## config.mk

```make
export PLATFORM = sky130hd
export DESIGN_NAME = uart_host_bridge_flat
export DESIGN_NICKNAME = d
export VERILOG_FILES = /design/src/rtl/uart_host_bridge_if.sv /design/src/rtl/uart_host_bridge.sv /design/src/flat_wrapper.sv
export SDC_FILE = /design/constraint.sdc
export NUM_CORES = 1
export LEC_CHECK = 0
export BUFFER_PORTS_ARGS = -buffer_cell sky130_fd_sc_hd__buf_2
export CORE_MARGIN = 2
export CORE_UTILIZATION = 47
export CTS_CLUSTER_DIAMETER = 80
export CTS_CLUSTER_SIZE = 25
export DETAILED_ROUTE_END_ITERATION = 8
export MAX_ROUTING_LAYER = met4
export PLACE_DENSITY = 0.77
export SETUP_SLACK_MARGIN = 0.2
export SLEW_MARGIN = 20
export SYNTH_ARGS = -nofsm -noshare
export SYNTH_HDL_FRONTEND = slang
export SYNTH_SLANG_ARGS = --single-unit
```

## constraint.sdc

```tcl
create_clock -name CLK -period 2.5 [get_ports CLK]
set_input_delay 0.25 -clock CLK [delete_from_list [all_inputs] [get_ports CLK]]
set_output_delay 0.25 -clock CLK [all_outputs]
set_load 0.02 [all_outputs]
```

## src/rtl/uart_host_bridge_if.sv

```systemverilog
// Host-side byte streams of the UART host bridge: a tx byte stream into the bridge
// and an rx byte stream (with error tag) out of it.
interface uart_host_bridge_if;
  logic [7:0] tx_data;
  logic       tx_valid;
  logic       tx_ready;
  logic [7:0] rx_data;
  logic       rx_err;
  logic       rx_valid;
  logic       rx_ready;

  // master: the host logic producing tx bytes and consuming rx bytes
  modport master (
    output tx_data, tx_valid, rx_ready,
    input  tx_ready, rx_data, rx_err, rx_valid
  );

  // slave: the bridge itself
  modport slave (
    input  tx_data, tx_valid, rx_ready,
    output tx_ready, rx_data, rx_err, rx_valid
  );
endinterface

```

## src/rtl/uart_host_bridge.sv

```systemverilog
// Host initiator for the UART core's CSN/WEN/OEN parallel port: tx stream -> write strobes,
// RXRDY -> read strobes -> rx stream. Optional macro UART_HOST_ERR_DROP_EN discards errored bytes.
module uart_host_bridge #(
  parameter int unsigned TX_SETTLE = 2,
  parameter int unsigned RX_SETTLE = 2
) (
  input  logic                 CLK,
  input  logic                 aresetn,
  uart_host_bridge_if.slave    host,
  output logic                 ovf_sticky,
  input  logic                 ovf_clr,
  output logic [7:0]           err_drop_cnt,
  output logic                 uart_csn,
  output logic                 uart_wen,
  output logic                 uart_oen,
  output logic [7:0]           uart_data_in,
  input  logic [7:0]           uart_data_out,
  input  logic                 uart_txrdy,
  input  logic                 uart_rxrdy,
  input  logic                 uart_parity_err,
  input  logic                 uart_framing_err,
  input  logic                 uart_overflow
);

  typedef enum logic [2:0] {IDLE, WR, WR_HOLD, RD, RD_HOLD} state_t;

  localparam logic       OP_WRITE    = 1'b0;
  localparam logic       OP_READ     = 1'b1;
  localparam logic [7:0] TX_SETTLE_C = 8'(TX_SETTLE);
  localparam logic [7:0] RX_SETTLE_C = 8'(RX_SETTLE);

  state_t     state_reg, state_next;
  logic [7:0] cnt_reg, cnt_next;
  logic       last_op_reg, last_op_next;
  logic       csn_reg, csn_next;
  logic       wen_reg, wen_next;
  logic       oen_reg, oen_next;
  logic [7:0] data_in_reg, data_in_next;
  logic [7:0] rx_data_reg, rx_data_next;
  logic       rx_err_reg, rx_err_next;
  logic       rx_valid_reg, rx_valid_next;
  logic       ovf_reg, ovf_next;

  logic rd_req, wr_req, sel_rd, sel_wr, rd_err;

  assign rd_req = uart_rxrdy & ~rx_valid_reg;
  assign wr_req = host.tx_valid & uart_txrdy;
  // When both want the port, the op that did not go last wins
  assign sel_rd = rd_req & (~wr_req | (last_op_reg == OP_WRITE));
  assign sel_wr = wr_req & (~rd_req | (last_op_reg == OP_READ));
  assign rd_err = uart_parity_err | uart_framing_err;

  assign host.tx_ready = (state_reg == IDLE) & uart_txrdy & sel_wr;
  assign host.rx_data  = rx_data_reg;
  assign host.rx_err   = rx_err_reg;
  assign host.rx_valid = rx_valid_reg;
  assign ovf_sticky    = ovf_reg;
  assign uart_csn      = csn_reg;
  assign uart_wen      = wen_reg;
  assign uart_oen      = oen_reg;
  assign uart_data_in  = data_in_reg;

`ifdef UART_HOST_ERR_DROP_EN
  logic [7:0] drop_cnt_reg, drop_cnt_next;
  assign err_drop_cnt = drop_cnt_reg;
`else
  assign err_drop_cnt = 8'd0;
`endif

  always_comb begin
    state_next    = state_reg;
    cnt_next      = cnt_reg;
    last_op_next  = last_op_reg;
    csn_next      = csn_reg;
    wen_next      = wen_reg;
    oen_next      = oen_reg;
    data_in_next  = data_in_reg;
    rx_data_next  = rx_data_reg;
    rx_err_next   = rx_err_reg;
    rx_valid_next = rx_valid_reg;
`ifdef UART_HOST_ERR_DROP_EN
    drop_cnt_next = drop_cnt_reg;
`endif
    ovf_next      = uart_overflow | (ovf_reg & ~ovf_clr);

    if (rx_valid_reg && host.rx_ready) begin
      rx_valid_next = 1'b0;
    end

    case (state_reg)
      IDLE: begin
        if (sel_rd) begin
          state_next = RD;
          csn_next   = 1'b0;
          oen_next   = 1'b0;
        end else if (sel_wr) begin
          state_next   = WR;
          csn_next     = 1'b0;
          wen_next     = 1'b0;
          data_in_next = host.tx_data;
        end
      end
      WR: begin
        csn_next     = 1'b1;
        wen_next     = 1'b1;
        cnt_next     = TX_SETTLE_C;
        last_op_next = OP_WRITE;
        state_next   = WR_HOLD;
      end
      RD: begin
        csn_next     = 1'b1;
        oen_next     = 1'b1;
        cnt_next     = RX_SETTLE_C;
        last_op_next = OP_READ;
        state_next   = RD_HOLD;
`ifdef UART_HOST_ERR_DROP_EN
        if (rd_err) begin
          if (drop_cnt_reg != 8'hFF) begin
            drop_cnt_next = drop_cnt_reg + 8'd1;
          end
        end else begin
          rx_data_next  = uart_data_out;
          rx_err_next   = 1'b0;
          rx_valid_next = 1'b1;
        end
`else
        rx_data_next  = uart_data_out;
        rx_err_next   = rd_err;
        rx_valid_next = 1'b1;
`endif
      end
      WR_HOLD, RD_HOLD: begin
        // Core ready flags lag the strobe; ignore them until the counter expires
        if (cnt_reg == 8'd0) begin
          state_next = IDLE;
        end else begin
          cnt_next = cnt_reg - 8'd1;
        end
      end
      default: state_next = IDLE;
    endcase
  end

  always_ff @(posedge CLK or negedge aresetn) begin
    if (!aresetn) begin
      state_reg    <= IDLE;
      cnt_reg      <= 8'd0;
      last_op_reg  <= OP_WRITE;
      csn_reg      <= 1'b1;
      wen_reg      <= 1'b1;
      oen_reg      <= 1'b1;
      data_in_reg  <= 8'd0;
      rx_data_reg  <= 8'd0;
      rx_err_reg   <= 1'b0;
      rx_valid_reg <= 1'b0;
      ovf_reg      <= 1'b0;
    end else begin
      state_reg    <= state_next;
      cnt_reg      <= cnt_next;
      last_op_reg  <= last_op_next;
      csn_reg      <= csn_next;
      wen_reg      <= wen_next;
      oen_reg      <= oen_next;
      data_in_reg  <= data_in_next;
      rx_data_reg  <= rx_data_next;
      rx_err_reg   <= rx_err_next;
      rx_valid_reg <= rx_valid_next;
      ovf_reg      <= ovf_next;
    end
  end

`ifdef UART_HOST_ERR_DROP_EN
  always_ff @(posedge CLK or negedge aresetn) begin
    if (!aresetn) begin
      drop_cnt_reg <= 8'd0;
    end else begin
      drop_cnt_reg <= drop_cnt_next;
    end
  end
`endif

endmodule

```

## src/flat_wrapper.sv

```systemverilog
// flat-port wrapper written by rule: the top's interface ports become plain ports
module uart_host_bridge_flat 
#(
  parameter int unsigned TX_SETTLE = 2,
  parameter int unsigned RX_SETTLE = 2
)
  (CLK, aresetn, ovf_sticky, ovf_clr, err_drop_cnt, uart_csn, uart_wen, uart_oen, uart_data_in, uart_data_out, uart_txrdy, uart_rxrdy, uart_parity_err, uart_framing_err, uart_overflow, host_tx_data, host_tx_valid, host_rx_ready, host_tx_ready, host_rx_data, host_rx_err, host_rx_valid);
  uart_host_bridge_if host_i ();
  input  logic CLK;
  input  logic aresetn;
  output logic ovf_sticky;
  input  logic ovf_clr;
  output logic [7:0] err_drop_cnt;
  output logic uart_csn;
  output logic uart_wen;
  output logic uart_oen;
  output logic [7:0] uart_data_in;
  input  logic [7:0] uart_data_out;
  input  logic uart_txrdy;
  input  logic uart_rxrdy;
  input  logic uart_parity_err;
  input  logic uart_framing_err;
  input  logic uart_overflow;
  input wire logic [$bits(host_i.tx_data)-1:0] host_tx_data;
  input wire logic [$bits(host_i.tx_valid)-1:0] host_tx_valid;
  input wire logic [$bits(host_i.rx_ready)-1:0] host_rx_ready;
  output wire logic [$bits(host_i.tx_ready)-1:0] host_tx_ready;
  output wire logic [$bits(host_i.rx_data)-1:0] host_rx_data;
  output wire logic [$bits(host_i.rx_err)-1:0] host_rx_err;
  output wire logic [$bits(host_i.rx_valid)-1:0] host_rx_valid;
  assign host_i.tx_data = host_tx_data;
  assign host_i.tx_valid = host_tx_valid;
  assign host_i.rx_ready = host_rx_ready;
  assign host_tx_ready = host_i.tx_ready;
  assign host_rx_data = host_i.rx_data;
  assign host_rx_err = host_i.rx_err;
  assign host_rx_valid = host_i.rx_valid;
  uart_host_bridge #(.TX_SETTLE(TX_SETTLE), .RX_SETTLE(RX_SETTLE)) u_core (.CLK(CLK), .aresetn(aresetn), .host(host_i), .ovf_sticky(ovf_sticky), .ovf_clr(ovf_clr), .err_drop_cnt(err_drop_cnt), .uart_csn(uart_csn), .uart_wen(uart_wen), .uart_oen(uart_oen), .uart_data_in(uart_data_in), .uart_data_out(uart_data_out), .uart_txrdy(uart_txrdy), .uart_rxrdy(uart_rxrdy), .uart_parity_err(uart_parity_err), .uart_framing_err(uart_framing_err), .uart_overflow(uart_overflow));
endmodule
```

## Word level (Yosys, flattened, before mapping)

Cells that the tools add are included.

| storage, ports and cells | value |
|---|---|
| output and inout bits | 31 |
| bits in registers | 34 |
| input bits | 26 |
| word-level logic and storage cells | 72 |

| cells by class | value |
|---|---|
| muxes and demuxes | 16 |
| bitwise gates (word level) | 17 |
| equality and inequality tests | 10 |
| reductions and logical operators | 17 |
| add/sub/neg operators | 1 |

Operators with widths:

| operator | count |
|---|---|
| 8-bit case mux with 2 select lines | 1 |
| 3-bit case mux with 4 select lines | 1 |
| 2-bit nonzero test | 6 |
| 3-bit two-way mux | 3 |
| 8-bit zero test | 1 |
| 8-bit two-way mux | 1 |
| 1-bit case mux with 2 select lines | 4 |
| 2-bit AND reduction | 4 |
| 8-bit by 1-bit subtractor with 8-bit output (second input constant) | 1 |
| 1-bit bitwise AND | 7 |
| 3-bit by 2-bit equality test with 1-bit output (second input constant) | 2 |
| 1-bit two-way mux | 6 |
| 2-bit by 1-bit != test with 1-bit output (second input constant) | 3 |
| 1-bit NOT | 6 |
| 3-bit AND reduction | 2 |
| 2-bit != test (second input constant) | 2 |
| 1-bit OR | 4 |
| 2-bit OR reduction | 2 |
| 3-bit by 1-bit equality test with 1-bit output (second input constant) | 1 |
| 3-bit equality test (second input constant) | 1 |
| 3-bit zero test | 1 |
| 3-bit by 1-bit != test with 1-bit output (second input constant) | 1 |
| 1-bit logical AND | 1 |

## Longest topological paths before layout

| depth | value |
|---|---|
| word-level depth | 8 |
| mapped depth | 6 |
| gate-level depth less buffers | 6 |

## Worst setup path after synthesis

OpenSTA, ideal clock, no wires.

| timing | value |
|---|---|
| kind | reg-to-reg |
| from | register u_core.cnt_reg[0] |
| to | register u_core.cnt_reg[6] |
| setup slack | 0.832 ns |
| arrival | 1.548 ns |
| buffers on the path | 0 |
| setup time | 0.120 ns |
| cell stages (with the launch flop) | 7 |
| clock period less this slack | 1.668 ns |
| path through | dfrtp_1 -> inv_1 -> ha_1 -> or3b_1 -> nor4_2 -> a21oi_1 -> a31o_2 |

| on the way | value |
|---|---|
| word-level cells in the longest chain between the ends | 3 |

Ends and longest elaborated chain:

| element | RTL line | RTL |
|---|---|---|
| start: declaration | uart_host_bridge.sv:33 | `logic [7:0] cnt_reg, cnt_next;` |
| start signal: assignment | uart_host_bridge.sv:159 | `cnt_reg <= cnt_next;` |
| 8-bit by 1-bit subtractor with 8-bit output / 8-bit zero test (equally long branches) | uart_host_bridge.sv:137, uart_host_bridge.sv:134 |  |
| 8-bit two-way mux / 2-bit != test (equally long branches) | n/a |  |
| 8-bit case mux with 2 select lines / 2-bit AND reduction (equally long branches) | n/a |  |

Parallel ways exist; a longest one is shown, timed or not. The select of a mux whose other input is x is not followed.
A chain may end at the register's enable or synchronous reset.

## Final worst setup path

| timing | value |
|---|---|
| from | register u_core.state_reg[0] |
| to | output host_tx_ready |

| on the way | value |
|---|---|
| word-level cells in the longest chain between the ends | 3 |

Ends and longest elaborated chain:

| element | RTL line | RTL |
|---|---|---|
| start: declaration | uart_host_bridge.sv:32 | `state_t state_reg, state_next;` |
| start signal: assignment | uart_host_bridge.sv:158 | `state_reg <= state_next;` |
| 3-bit zero test | uart_host_bridge.sv:53 | `assign host.tx_ready = (state_reg == IDLE) & uart_txrdy & sel_wr;` |
| 1-bit bitwise AND (2 in series) | uart_host_bridge.sv:53 |  |
| end: declaration | flat_wrapper.sv:27 | `output wire logic [$bits(host_i.tx_ready)-1:0] host_tx_ready;` |

Every way passes these cells.

==> metrics <==
MaxCap Viol Count=0; top-area cell type share of the netlist area=50.37%; Max transition margin=47.98%; post-route setup TNS=0 ns; count of filler cells inserted in the layout=240; Reg clk slew, reported paths=0.10 ns; Setup WS post-layout=0.4988 ns; CTS Root Cell=clkbuf_4; FFs w/ async S/R, synth=100.0%; residual overflow from global routing=0; cts hold-fix bufs=1; CP Class=reg2out; top post-synthesis cells by area=dfrtp_1 50%, mux2_2 12%, buf_4 5.4%; Num CTS Buffers=5; Core Box Area=3078 sq um; post-synth cell types=35; outcome=finished clean; ant diodes=0; Synth Flop Type=dfrtp_1; Req. time, crit path=2.25 ns; switching part of the total=41.77%; Max clock buf depth=2; vias in the first global route=1128; final max-slew violation count=0; initial antenna violation count=0; P_int=1.433 mW; Leak=0.9306 nW; post-cts sizing count=0; Initial Utilization=50.04%; number of setup violations in the final report=0; final worst path period share=80.05%; Tot GR Track Use=19.26%; Die X=61.25 um; Least-Margin Pin Slew=0.7803 ns; Comb power frac=46.8%; CTS tree=yes; Area Growth Syn to Fin=20.15%; die area=3751 sq um; Die Ht=61.25 um; post-CTS setup buffer count=0; EDFF count, synth=0; gpl congestion=0.7922; port bufs=48; cell count after synthesis=134; CTS H-tree lvls=2; DR pass1 iterations=4; sequential-to-total area share from yosys stat=55.48%; P_sw=1.028 mW; post-synthesis register bit count=34; DR vias=1118; slowest cell delay on critical path=0.46 ns; crit end category=primary output; Clock power frac=12.3%; Worst-Skew Late Latency=0.34 ns; first-pass GRT wire length=4954 um; final hold vios=0; DRT iter0 DRCs=41; Layout Nets=213; Hold Path Class=in2reg; Post-route DRC=0; worst path cell trace=or3_1, nor3_2, buf_4, buf_2; Max Clock Skew=0.008978 ns; CP Data Arrival Time=1.75 ns; io pins=57; final wirelength=2984 um; Synth area leader=dfrtp_1; Power Density=1330 nW/um^2; synthesized area per cell=11.49 sq um; Vias/cell=4.861; post-place setup slack=0.6824 ns; sequential share of power=40.9%; share of post-route cells with drive strength above 1=44.09%; pin count of the biggest net entering global routing=35; synth warn=0; cell row count=20; CP max FO=11; Syn Std Cell Area=1540 sq um; Crit-path slowest cell=dfrtp_1; RSZ-0062 raised after global routing=no; fmax=0.4997 GHz; minimum clock period=2.001 ns; placed wire-length estimate=2235 um; antenna-violating nets left=0; maximum vdd drop=734.1 uV; # clock sinks=34; drt wl/cell=12.97 um; nature of the critical path startpoint=flop
## worst max-delay path, delay by kind of cell, from the launching register on
family        cells  cell delay, ns
simple gates      2            0.55
flops             1            0.46
buf+inv           2            0.40
## layout by cell type (no fill, tap or decap), drive strengths merged, types with 2 or more instances in the layout
cell type  Yosys  routed
conb           1       8
a31o           2       2
dfrtp         31      31
nor4           3       3
nand2b         2       2
nor3           3       3
xnor2          3       3
or2            2       2
dfstp          3       3
mux2          16      16
nor2          10      10
a21o           2       2
o21ai          4       4
mux2i          2       2
buf           13      50
a21oi          4       4
inv            7       7
clkbuf         0       7
nand2         14      14
## layout make-up
class	instances	area (sq um)	share of cell area (%)
Sequential cell	34	854.6	46.18
Multi-Input combinational cell	87	594.3	32.12
Timing Repair Buffer	51	265.3	14.33
Clock buffer	7	55.05	2.975
Tap cell	44	55.05	2.975
Inverter	7	26.28	1.420
## logic make-up (layout without fill, tap and decap cells)
family	count (synthesis)	after routing	synth area share, %
flip-flops	34	34	55.48
XOR/XNOR	3	3	1.706
buffers and inverters	20	65	7.636
other	1	8	0.2435
adder cells (fa/ha/maj)	1	1	0.8122
multiplexers	18	18	13.00
AND/OR/NAND/NOR	39	39	13.00
AO/OA/AOI/OAI	18	18	8.124
## through the flow
| stage | instance area, sq um | hold WS [ns] | cells | total power [mW] | utilization [%] |
|---|---|---|---|---|---|
| floorplan | 1567 | -0.04559 | 141 | 1.847 | - |
| global placement | 1785 | 0.3394 | 222 | 2.102 | 58.01 |
| detailed placement | 1785 | 0.3500 | 222 | 2.168 | 58.01 |
| CTS | 1851 | 0.06953 | 230 | 2.474 | 60.12 |
| global route | 1851 | 0.07717 | 230 | 2.628 | 60.12 |
| finish | 1851 | 0.07142 | 230 | 2.461 | 60.12 |
## routing by layer
metal	share of wire (%)	routed length, um	track usage, %
met5	0	0	-
met3	4.4	132	3.782
met1	42	1264	23.64
met4	2.1	63	11.18
met2	51	1523	29.64
## path summary, 6_finish.rpt
path | from | to | slack (ns) | cells past startpoint
min in group asynchronous | aresetn | u_core.uart_data_in[2] | 0.49 | 2
max | u_core.state_reg[0] | host_tx_ready | 0.50 | 4
max reg2reg | u_core.cnt_reg[0] | u_core.cnt_reg[7] | 0.64 | 5
min reg2reg | u_core.ovf_sticky | u_core.ovf_sticky | 0.48 | 1
max in group asynchronous | aresetn | u_core.host.rx_data[7] | 1.53 | 2
min | host_rx_ready | u_core.host.rx_valid | 0.07 | 2
## power groups by stage
stage                     registers (mW)  logic, mW  clock network (mW)
final                               1.01       1.15               0.302
after CTS                           1.01       1.16               0.310
after detailed placement            1.01       1.15                   0
after floorplan                     1.21      0.640                   0
after global routing                1.05       1.25               0.331
after global placement             0.991       1.11                   0
## synth_stat cells (all sizes together) (2+ instances only)
cell,count
a21o,2
xnor2,3
o21ai,4
nor2,10
a31o,2
inv,7
nand2,14
a21oi,4
nand2b,2
buf,13
dfrtp,31
mux2,16
mux2i,2
or2,2
dfstp,3
nor3,3
nor4,3
Power figures use the tool's default switching activity.
